===== config.mk =====
export PLATFORM = sky130hd
export DESIGN_NAME = viterbi_traceback
export DESIGN_NICKNAME = d
export VERILOG_FILES = /design/src/rtl/viterbi_traceback.sv
export SDC_FILE = /design/constraint.sdc
export NUM_CORES = 1
export LEC_CHECK = 0
export CORE_MARGIN = 10
export CORE_UTILIZATION = 51
export CTS_BUF_LIST = sky130_fd_sc_hd__clkbuf_8 sky130_fd_sc_hd__clkbuf_16
export DETAILED_ROUTE_END_ITERATION = 7
export PLACE_DENSITY = 0.77
export SLEW_MARGIN = 20
export SYNTH_ARGS = -nofsm -noshare
export SYNTH_HDL_FRONTEND = slang
export SYNTH_SLANG_ARGS = --single-unit

===== constraint.sdc =====
create_clock -name clk -period 1.75 [get_ports clk]
set_input_delay 0.175 -clock clk [delete_from_list [all_inputs] [get_ports clk]]
set_output_delay 0.175 -clock clk [all_outputs]
set_load 0.01 [all_outputs]

===== src/rtl/viterbi_traceback.sv =====
// Viterbi traceback: walks D survivor columns back from an end state after each new column
// and emits the oldest column's input bit. Define TRACEBACK_DBG_EN for a per-cycle trace print.
module viterbi_traceback #(
    parameter int M = 2,
    parameter int D = 6,
    localparam int TIME_W = (D > 1) ? $clog2(D) : 1
) (
    input  logic              clk,
    input  logic              rst,
    input  logic [TIME_W-1:0] wr_ptr,
    input  logic [M-1:0]      s_end,
    input  logic              force_state0,
    output logic [TIME_W-1:0] tb_time,
    output logic [M-1:0]      tb_state,
    input  logic              tb_surv_bit,
    output logic              dec_bit_valid,
    output logic              dec_bit
);

    localparam int FILL_W = $clog2(D + 1);

    // Handshake: a column is announced by wr_ptr changing; dec_bit_valid is a one-cycle
    // pulse with no back-pressure, and dec_bit holds its value until the next pulse.
    typedef enum logic {IDLE, RUN} fsm_t;

    fsm_t              fsm;
    logic [TIME_W-1:0] wr_ptr_q;
    logic [TIME_W-1:0] step;
    logic [FILL_W-1:0] fill;
    logic              pending;
    logic              detect;
    logic              fill_ok;
    logic [M-1:0]      pred_state;
    logic [M-1:0]      start_state;

    assign detect      = (wr_ptr != wr_ptr_q);
    // fill counts columns before this one, so D-1 means the detected column completes D.
    assign fill_ok     = (fill >= FILL_W'(D - 1));
    assign start_state = force_state0 ? '0 : s_end;

    generate
        if (M == 1) begin : g_pred_m1
            assign pred_state = tb_surv_bit;
        end else begin : g_pred
            assign pred_state = {tb_state[M-2:0], tb_surv_bit};
        end
    endgenerate

    function automatic logic [TIME_W-1:0] prev_row(input logic [TIME_W-1:0] t);
        return (t == '0) ? TIME_W'(D - 1) : t - TIME_W'(1);
    endfunction

    always_ff @(posedge clk or posedge rst) begin
        if (rst) begin
            fsm           <= IDLE;
            wr_ptr_q      <= '0;
            step          <= '0;
            fill          <= '0;
            pending       <= 1'b0;
            tb_time       <= '0;
            tb_state      <= '0;
            dec_bit_valid <= 1'b0;
            dec_bit       <= 1'b0;
        end else begin
            wr_ptr_q      <= wr_ptr;
            dec_bit_valid <= 1'b0;
            if (detect && fill != FILL_W'(D))
                fill <= fill + FILL_W'(1);
            case (fsm)
                IDLE: begin
                    if (pending || (detect && fill_ok)) begin
                        tb_time  <= prev_row(wr_ptr);
                        tb_state <= start_state;
                        step     <= '0;
                        pending  <= 1'b0;
                        fsm      <= RUN;
                    end
                end
                RUN: begin
                    // Only one column can wait; later ones fold into the pending restart.
                    if (detect)
                        pending <= 1'b1;
                    if (step != TIME_W'(D - 1)) begin
                        tb_state <= pred_state;
                        tb_time  <= prev_row(tb_time);
                        step     <= step + TIME_W'(1);
                    end else begin
                        dec_bit       <= tb_state[M-1];
                        dec_bit_valid <= 1'b1;
                        fsm           <= IDLE;
                    end
                end
                default: fsm <= IDLE;
            endcase
        end
    end

`ifdef TRACEBACK_DBG_EN
    always @(posedge clk) begin
        $display("%0t tb fsm=%s step=%0d time=%0d state=%0d surv=%0b valid=%0b bit=%0b",
                 $time, fsm.name(), step, tb_time, tb_state, tb_surv_bit, dec_bit_valid, dec_bit);
    end
`else
`endif

endmodule


==> results.md <==
* Outcome: finished, final reports clean
* Maximum fanout along the worst path at 6
* Area of the multi-input gates at 459 um^2
* Synth Flop Type: dfrtp_1
* Clock Latency Late Sink at 0.25 ns
* CTS tree: yes
* Die footprint at 3980 um^2
* Vias at 685
* Input/output buffers at 15
* WL/cell at 13.9 um
* Starting density of the core at 0.543
* CORE AREA at 1750 um^2
* Non-Filler Instances at 131
* Die height at 63.1 um
* Setup_tns at 0 ns
* CP arrival at 1.71 ns
* P_leak at 0.550 nW
* Post-CTS Resized at 0
* Critical path launch point type: flop
* Final WS setup at 0.171 ns
* Seq cells post-synth at 18
* Clock Pin Slew Worst Setup and Hold Paths at 0.06 ns
* CP required at 1.88 ns
* Synth cell types at 33
* Average cell area after synthesis at 11.0 um^2
* Total routed wirelength at 1.82 mm
* Fill cells at 137
* GP Congestion at 0.790
* Fin. max-slew vios at 0
* Final Util at 0.685
* Part of the power in registers at 0.364
* Placed cell count at 128
* Max Root-Sink Buffers at 2
* Worst vdd ir at 949 uV
* Area growth syn-to-layout at 26.1%
* Unrepaired setup endpoints after global routing: false
* Overflow after GRT at 0
* R2R cell count at 7
* Largest net degree at the start of global routing at 19
* Layout cell share with drive strength beyond 1 at 0.132
* # nets final at 124
* First-pass GRT wire length at 3.22 mm
* CTS Sinks at 18
* Tcrit/Tclk final at 0.902
* Async SR Flop Fraction at 1.00
* Dpl ws at 0.0126 ns
* Clock Skew at 0.00173 ns
* Crit end category: flop
* Most common cell after layout, fill and taps aside: dfrtp_1
* DRT Pass-1 Iters at 4
* Worst R2R End: tb_state[1]
* Sw Ratio at 0.354
* Int Pwr at 1.37 mW
* Warnings, synthesis at 0
* Io pins at 16
* Sequential fraction of the synthesis area at 0.475
* Final hold vios at 0
* CTS Hold Buffers Added at 0
* Fmax at 633 MHz
* DRT iter0 DRCs at 12
* Most frequent cells in the layout: 18 x dfrtp_1, 15 x clkdlybuf4s50_1, 9 x nand2_1, 7 x inv_1, 7 x ha_1
* Clock share of power at 0.131
* Slew margin rel. at 0.721
* Sequential Area at 450 um^2
* Setup Fix Bufs, Post-CTS at 0
* Cell row count at 15
* Number of global-route vias before repair at 722
* Power Density at 1780 nW/um^2
* All-Layer GR Usage at 0.0973
* Syn_nets at 102
* Antenna Nets Post-Route at 0
* Gate count of the mapped netlist at 86
* Clock root cell: clkbuf_8
* Reg-to-reg startpoint: fill[1]
* Post-synth EDFFs at 0
* Max-Cap Viols at 0
* Comb pwr share at 0.505
* Worst-Margin Slew at 0.417 ns
* Synth top area cells: dfrtp_1 47%, ha_1 9.2%, xnor2_1 3.7%, nand2_1 3.6%, inv_1 2.8%
* Reg2reg setup slack at 0.17 ns
* Synth Cell Area at 948 um^2
* Sw power at 751 uW
* Fin crit period at 1.58 ns
* Ant diodes at 0
* Min-Delay Path Class: in2async
* Synth top area share at 0.475
* Hold Slack at 0.236 ns
* WS Path Type: reg2reg
* Vias/cell at 5.23
* Die W at 63.1 um
* Yosys top cell by area: dfrtp_1
* Detail Placement HPWL at 1.44 mm
* H-tree depth at 1
* CTS buffer count at 3
* Initial antenna violation count at 0
* # setup viols final at 0
* DRC Markers at 0
-- kinds of logic (layout without fill, tap and decap cells) --
family | Yosys count | after routing | share of synthesized area
and+or+nand+nor | 21 | 21 | 0.107
buffers and inverters | 10 | 30 | 0.0409
adders and majority gates | 7 | 7 | 0.0923
AOI/OAI and AO/OA | 20 | 20 | 0.178
DFF | 18 | 18 | 0.475
muxes | 5 | 5 | 0.0607
xor gates and xnor gates | 5 | 5 | 0.0462
-- worst max path at each step --
stage | from | end | slack (ns) | cells after the start
floorplan | step[0] | tb_time[0] | 0.19 | 5
global placement | wr_ptr[2] | tb_time[0] | 0.07 | 5
CTS | fill[1] | tb_state[1] | 0.15 | 7
detailed placement | wr_ptr[0] | tb_time[0] | 0.01 | 5
global route | fill[1] | tb_state[1] | 0.05 | 7
finish | fill[1] | tb_state[1] | 0.17 | 7
-- sequential cells by signal (all words and copies together) (netlist names) --
register / flops
pending: 1
fill: 3
dec_bit_valid: 1
tb_time: 3
fsm: 1
tb_state: 2
step: 3
wr_ptr_q: 3
dec_bit: 1
-- synth_stat cells, types with 2 or more instances --
| library cell | n |
|---|---|
| a21oi_1 | 4 |
| a2bb2oi_1 | 3 |
| a32o_1 | 2 |
| clkbuf_1 | 2 |
| dfrtp_1 | 18 |
| ha_1 | 7 |
| inv_1 | 7 |
| mux2_2 | 2 |
| mux2i_1 | 2 |
| nand2_1 | 9 |
| nor2_1 | 5 |
| xnor2_1 | 4 |
-- cell type report --
| type | count | area share |
|---|---|---|
| Clock buffer | 3 | 0.0345 |
| Sequential cell | 18 | 0.377 |
| Inverter | 7 | 0.0220 |
| Timing Repair Buffer | 20 | 0.157 |
| Multi-Input combinational cell | 58 | 0.384 |
| Tap cell | 25 | 0.0262 |
-- power groups by stage --
stage	sequential [mW]	combinational (mW)	clock (mW)
after floorplan	0.775	0.714	0
after global placement	0.772	1.05	0
after detailed placement	0.783	1.08	0
after CTS	0.776	1.09	0.287
after global routing	0.809	1.20	0.308
final	0.774	1.07	0.279
-- worst max-delay path, stage by stage (launching register included) --
cell and delay, ns:
dfrtp_1 0.39, inv_1 0.07, ha_1 0.18, o31ai_1 0.27
a31o_4 0.19, a21oi_4 0.07, buf_4 0.17, a2bb2oi_1 0.13
-- layer usage --
layer | vias to the layer above | track usage | wire length (um)
met1 | 325 | 0.106 | 758
met3 | 4 | 0.0230 | 53
li1 | 345 | - | -
met5 | - | 0 | 0
met2 | 11 | 0.174 | 969
met4 | 0 | 0.0419 | 40
-- stage by stage --
stage	cell area, um^2	power (mW)
6_report	1200	2.13
2_1_floorplan	948	1.49
5_1_grt	1200	2.32
3_3_place_gp	1150	1.82
3_5_place_dp	1150	1.86
4_1_cts	1200	2.15
Power figures use the tool's default switching activity.
